**src/rtl/dm_lsu.sv**
```systemverilog
// ============================================================================
// dm_lsu : byte/half/word load-store unit in front of a word-only data memory
// Rev 1.0
// ============================================================================
`default_nettype none

module dm_lsu #(
  parameter int unsigned DEPTH = 256
) (
  input  logic        clk,
  input  logic        rst_n,
  input  logic        req_valid,
  output logic        req_ready,
  input  logic        req_we,
  input  logic [1:0]  req_size,
  input  logic        req_unsigned,
  input  logic [31:0] req_addr,
  input  logic [31:0] req_wdata,
  output logic        resp_valid,
  input  logic        resp_ready,
  output logic [31:0] resp_rdata,
  output logic        resp_err,
  output logic [31:0] dm_a,
  output logic [31:0] dm_wd,
  output logic        dm_we,
  input  logic [31:0] dm_rd
);

  typedef enum logic [1:0] {
    IDLE = 2'd0,
    RD   = 2'd1,
    WR   = 2'd2,
    RESP = 2'd3
  } state_t;

  state_t      state, state_nx;
  logic        we_q, uns_q;
  logic [1:0]  size_q, lane_q;
  logic [15:0] wdata_q;
  logic        accept, acc_err;
  logic [7:0]  rd_byte;
  logic [15:0] rd_half;
  logic [31:0] load_val, merged;

  assign req_ready = (state == IDLE);
  assign accept    = req_valid && req_ready;

  always_comb begin
    acc_err = 1'b0;
    if (req_size == 2'b11)                            acc_err = 1'b1;
    if (req_size == 2'b01 && req_addr[0])             acc_err = 1'b1;
    if (req_size == 2'b10 && req_addr[1:0] != 2'b00)  acc_err = 1'b1;
    if ({2'b00, req_addr[31:2]} >= 32'(DEPTH))        acc_err = 1'b1;
  end

  // Little-endian lane extraction and merge on the word currently on dm_rd
  always_comb begin
    rd_byte  = dm_rd[{lane_q, 3'b000} +: 8];
    rd_half  = dm_rd[{lane_q[1], 4'b0000} +: 16];
    load_val = dm_rd;
    merged   = dm_rd;
    case (size_q)
      2'b00: begin
        load_val = uns_q ? {24'h0, rd_byte} : {{24{rd_byte[7]}}, rd_byte};
        merged[{lane_q, 3'b000} +: 8] = wdata_q[7:0];
      end
      2'b01: begin
        load_val = uns_q ? {16'h0, rd_half} : {{16{rd_half[15]}}, rd_half};
        merged[{lane_q[1], 4'b0000} +: 16] = wdata_q;
      end
      default: ;
    endcase
  end

  always_comb begin
    state_nx = state;
    case (state)
      IDLE: begin
        if (accept) begin
          if (acc_err)                              state_nx = RESP;
          else if (req_we && req_size == 2'b10)     state_nx = WR;
          else                                      state_nx = RD;
        end
      end
      RD:      state_nx = we_q ? WR : RESP;
      WR:      state_nx = RESP;
      RESP:    if (resp_ready) state_nx = IDLE;
      default: state_nx = IDLE;
    endcase
  end

  always_ff @(posedge clk or negedge rst_n) begin
    if (!rst_n) state <= IDLE;
    else        state <= state_nx;
  end

  always_ff @(posedge clk or negedge rst_n) begin
    if (!rst_n) begin
      we_q       <= 1'b0;
      uns_q      <= 1'b0;
      size_q     <= 2'b00;
      lane_q     <= 2'b00;
      wdata_q    <= 16'h0;
      dm_a       <= 32'h0;
      dm_wd      <= 32'h0;
      dm_we      <= 1'b0;
      resp_valid <= 1'b0;
      resp_rdata <= 32'h0;
      resp_err   <= 1'b0;
    end else begin
      case (state)
        IDLE: begin
          if (accept) begin
            we_q    <= req_we;
            uns_q   <= req_unsigned;
            size_q  <= req_size;
            lane_q  <= req_addr[1:0];
            wdata_q <= req_wdata[15:0];
            dm_a    <= {2'b00, req_addr[31:2]};
            if (acc_err) begin
              resp_valid <= 1'b1;
              resp_err   <= 1'b1;
              resp_rdata <= 32'h0;
            end else if (req_we && req_size == 2'b10) begin
              dm_we <= 1'b1;
              dm_wd <= req_wdata;
            end
          end
        end
        RD: begin
          if (we_q) begin
            dm_we <= 1'b1;
            dm_wd <= merged;
          end else begin
            resp_valid <= 1'b1;
            resp_err   <= 1'b0;
            resp_rdata <= load_val;
          end
        end
        WR: begin
          dm_we      <= 1'b0;
          resp_valid <= 1'b1;
          resp_err   <= 1'b0;
          resp_rdata <= 32'h0;
        end
        RESP: begin
          if (resp_ready) resp_valid <= 1'b0;
        end
        default: ;
      endcase
    end
  end

endmodule

`default_nettype wire

```
**config.mk**
```make
export PLATFORM = sky130hd
export DESIGN_NAME = dm_lsu
export DESIGN_NICKNAME = d
export VERILOG_FILES = /design/src/rtl/dm_lsu.sv
export SDC_FILE = /design/constraint.sdc
export NUM_CORES = 1
export LEC_CHECK = 0
export CAP_MARGIN = 20
export CORE_AREA = 4 4 104 180
export DETAILED_ROUTE_END_ITERATION = 16
export DIE_AREA = 0 0 108 184
export PLACE_DENSITY = 0.71
export SETUP_SLACK_MARGIN = 0.15
export SLEW_MARGIN = 20
export SYNTH_ARGS = -nofsm -noshare
export SYNTH_HDL_FRONTEND = slang
export SYNTH_SLANG_ARGS = --single-unit
```
**constraint.sdc**
```tcl
create_clock -name clk -period 5.8 [get_ports clk]
set_input_delay 0.87 -clock clk [delete_from_list [all_inputs] [get_ports clk]]
set_output_delay 0.87 -clock clk [all_outputs]
set_load 0.03 [all_outputs]
```
==> summary.md <==
| Metric | Value |
|---|---|
| Max incr delay on CP | 0.87 ns |
| Tcrit/Tclk final | 0.562 |
| Crit. End Element | flop |
| Slew margin rel. | 0.289 |
| CTS root buf | clkbuf_16 |
| Commonest cells after routing, fill and taps aside | clkdlybuf4s50_1 (200), dfrtp_1 (121), nand2_1 (72), nor2_1 (67) |
| Worst VDD drop | between 0.3 and 0.4 mV |
| Final setup violation count | 0 |
| # DRC | 0 |
| Port Buffers | ~200 |
| Resized cells post-CTS | 0 |
| Clock Skew | between 0.009 and 0.01 ns |
| Global-route wire length before repair | ~36000 um |
| Share of the synthesized area in the top cell type | 0.424 |
| # diodes | 0 |
| GPL Wtd Cong | about 0.97 |
| Final wirelength | 23100 um |
| Wire length per cell | between 20 and 25 um |
| YS warnings | 0 |
| CP Launch Type | input pin |
| Post-CTS Setup Bufs | 0 |
| FF+latch count, synth | around 120 |
| R2r endpoint | dm_wd[10]$_DFFE_PN0P_ |
| CTS Hold Buffers Added | 0 |
| Clock Latency Late Sink | 0.43 ns |
| Yosys cell types | 48 |
| Final hold violation count | 0 |
| Fmax | 307 MHz |
| Share of cells above drive strength 1 | 0.160 |
| Hpwl dp | around 17000 um |
| Top delay family on crit path | compound AO/OA/AOI/OAI gates |
| Slew at the pin with the worst max-slew slack | 1.07 ns |
| Worst Path Arrival | roughly 3.6 ns |
| Max cap viols | 0 |
| Pint | approximately 3400 uW |
| R2R setup slack | 2.69 ns |
| Iter 0 DRT Violations | between 400 and 500 |
| Async set or reset register ratio after synthesis | 1.00 |
| HP Class | flop to flop |
| Die ar. | 19900 um^2 |
| Seq/Total Area, Yosys | 0.424 |
| Number of flops mapped to enable cells by yosys | 0 |
| Rows | 64 |
| Antenna viol nets, final | 0 |
| Sink Count | 121 |
| Reg clk slew, reported paths | about 0.06 ns |
| WS Path Type | input pin to flop |
| First-pass iteration count of the detailed router | 5 |
| Ys flop type | dfrtp_1 |
| Cell Chain, Critical Path | clkdlybuf4s50_1 -> nor4_2 -> nand4_2 -> o31ai_4 -> a21bo_1 -> mux2_1 |
| WHS Path Cells | 1 |
| Fin area | roughly 9900 um^2 |
| Largest net degree at the start of global routing | 67 |
| Status | finished clean |
| Worst r2r src | lane_q[0]$_DFFE_PN0P_ |
| Total global-route track usage | 0.235 |
| Vias in the first global route | 6438 |
| Starting Density | 0.411 |
| Setup TNS | 0 ns |
| Crit-path slowest cell | a21bo_1 |
| Tmin final | 3.26 ns |
| Post-DP Area | ~9000 um^2 |
| Die height | approximately 180 um |
| Cells on worst reg2reg path | 7 |
| Final count of pins violating max slew | 0 |
| Pwr/cell area | between 600 and 700 nW/um^2 |
| Hold Path Origin | resp_rdata[2]$_DFFE_PN0P_ |
| Bufs and invs on worst path | 1 |
| Fin worst setup slack | 2.54 ns |
| Leak | roughly 0.0043 uW |
| CP required | 6.10 ns |
| Die X | 108 um |
| Num CTS Buffers | 17 |
| Clk network pwr share | 0.173 |
| Cell area after synthesis | approximately 7000 um^2 |
| Fin nets | just under 1000 |
| Hold Path Sink | resp_rdata[2]$_DFFE_PN0P_ |
| Core area | 17400 um^2 |
| Area Growth Syn to Fin | 37.8% |
| Leading post-synthesis cells by cell area | dfrtp_1 (42%), mux2_2 (8.8%), a22o_1 (6.9%) |
| RSZ-0062 raised after global routing | false |
| Leading area contributor after synthesis | dfrtp_1 |
| Comb power frac | 0.569 |
| Mapped Cells | 700 |
| Most common cell after layout, fill and taps aside | clkdlybuf4s50_1 |
| Io pins | 204 |
| DR vias | between 6000 and 7000 |
| Sw Ratio | 0.442 |
| Syn_area_per_cell | 10.2 um^2 |
| Number of H-tree levels | 4 |
| Via density | ~5.7 |
| Sequential Power Share | 0.258 |
| GRT overflow | 0 |
| Final Power | 6170 uW |
| Worst slack, placed | 2.07 ns |
| Filler cells | between 1500 and 2000 |
| Switch Pwr | ~2700 uW |
| CP Max Fanout | 33 |
| Antenna violations before repair | 0 |
| CTS max path bufs | 2 |
| CTS tree | done |
-- metrics by stage --
stage	hold WS, ns	utilization	instances
global placement	0.478	0.533	1086
finish	0.494	0.567	1118
floorplan	0.479	-	701
global route	0.516	0.567	1118
detailed placement	0.485	0.533	1086
CTS	0.499	0.567	1118
-- routing by layer --
layer | vias up | GRT usage | wire length [um]
met5 | - | 0 | 0
met2 | 318 | 0.383 | 11500
met3 | 83 | 0.0742 | 1970
met4 | 0 | 0.159 | 1520
li1 | 2899 | - | -
met1 | 3032 | 0.260 | 8090
-- worst register-to-register path: stages, from the launching register on --
cell and delay [ns]:
dfrtp_1 0.80, inv_1 0.32, ha_1 0.42, and4b_1 0.32
a22o_1 0.21, a221oi_1 0.52, nor2_1 0.11, mux2_4 0.28
-- sequential cells by signal, summed over array words and instances (netlist names) --
signal      count
resp_rdata     32
uns_q           1
wdata_q        16
lane_q          2
resp_valid      1
we_q            1
dm_a           30
dm_wd          32
dm_we           1
resp_err        1
size_q          2
state           2
-- cell usage after synthesis (all sizes together), types with 2 or more instances --
master   instances
nor3             8
a21oi           16
o21ai           33
a22o            56
nor4bb           3
nor2b            4
o22ai            6
a31oi            9
a211oi           2
nand2b          34
inv             21
a21o             5
o2bb2ai          7
mux2i           17
nand2           73
nor2            68
clkbuf          35
dfrtp          121
nand3b           2
ha              10
a311oi           3
a221oi          28
mux2            88
a22oi            3
nand3            5
a32oi            7
buf             21
nor4             5
-- worst max-delay path by stage --
stage,from,endpoint,slack [ns],cells past startpoint
finish,req_addr[28],resp_rdata[7]$_DFFE_PN0P_,2.54,6
detailed placement,req_addr[28],resp_rdata[7]$_DFFE_PN0P_,2.07,6
CTS,req_addr[28],resp_rdata[7]$_DFFE_PN0P_,2.51,6
global route,req_addr[28],resp_rdata[7]$_DFFE_PN0P_,2.38,6
floorplan,lane_q[1]$_DFFE_PN0P_,dm_wd[10]$_DFFE_PN0P_,3.27,10
global placement,req_addr[28],resp_rdata[2]$_DFFE_PN0P_,2.13,6
-- area by class of cell --
class	instances	area (um^2)	area share
Clock buffer	18	429	0.0436
Inverter	21	78.8	0.00800
Multi-Input combinational cell	503	3790	0.385
Tap cell	231	289	0.0293
Timing Repair Buffer	210	2080	0.211
Sequential cell	121	3030	0.307
Clock inverter	14	158	0.0160
-- power by group through the flow --
stage	clock (uW)	sequential (uW)	combinational (uW)
after floorplan	0	2140	1750
after global placement	0	1590	3490
after detailed placement	0	1600	3510
after CTS	1080	1590	3520
after global routing	1120	1640	3770
final	1070	1590	3510
-- cell families (layout without fill, tap and decap cells) --
group                      Yosys count  in the layout  share of synthesized area
and+or+nand+nor                    206            206                      0.137
AOI/OAI and AO/OA                  179            179                      0.190
DFF                                121            121                      0.424
muxes                              106            106                      0.181
buffers and inverters               77            263                     0.0501
adders and majority gates           10             10                     0.0175
other                                1              2                   0.000525
No activity file was read; power rests on OpenSTA's default activity.
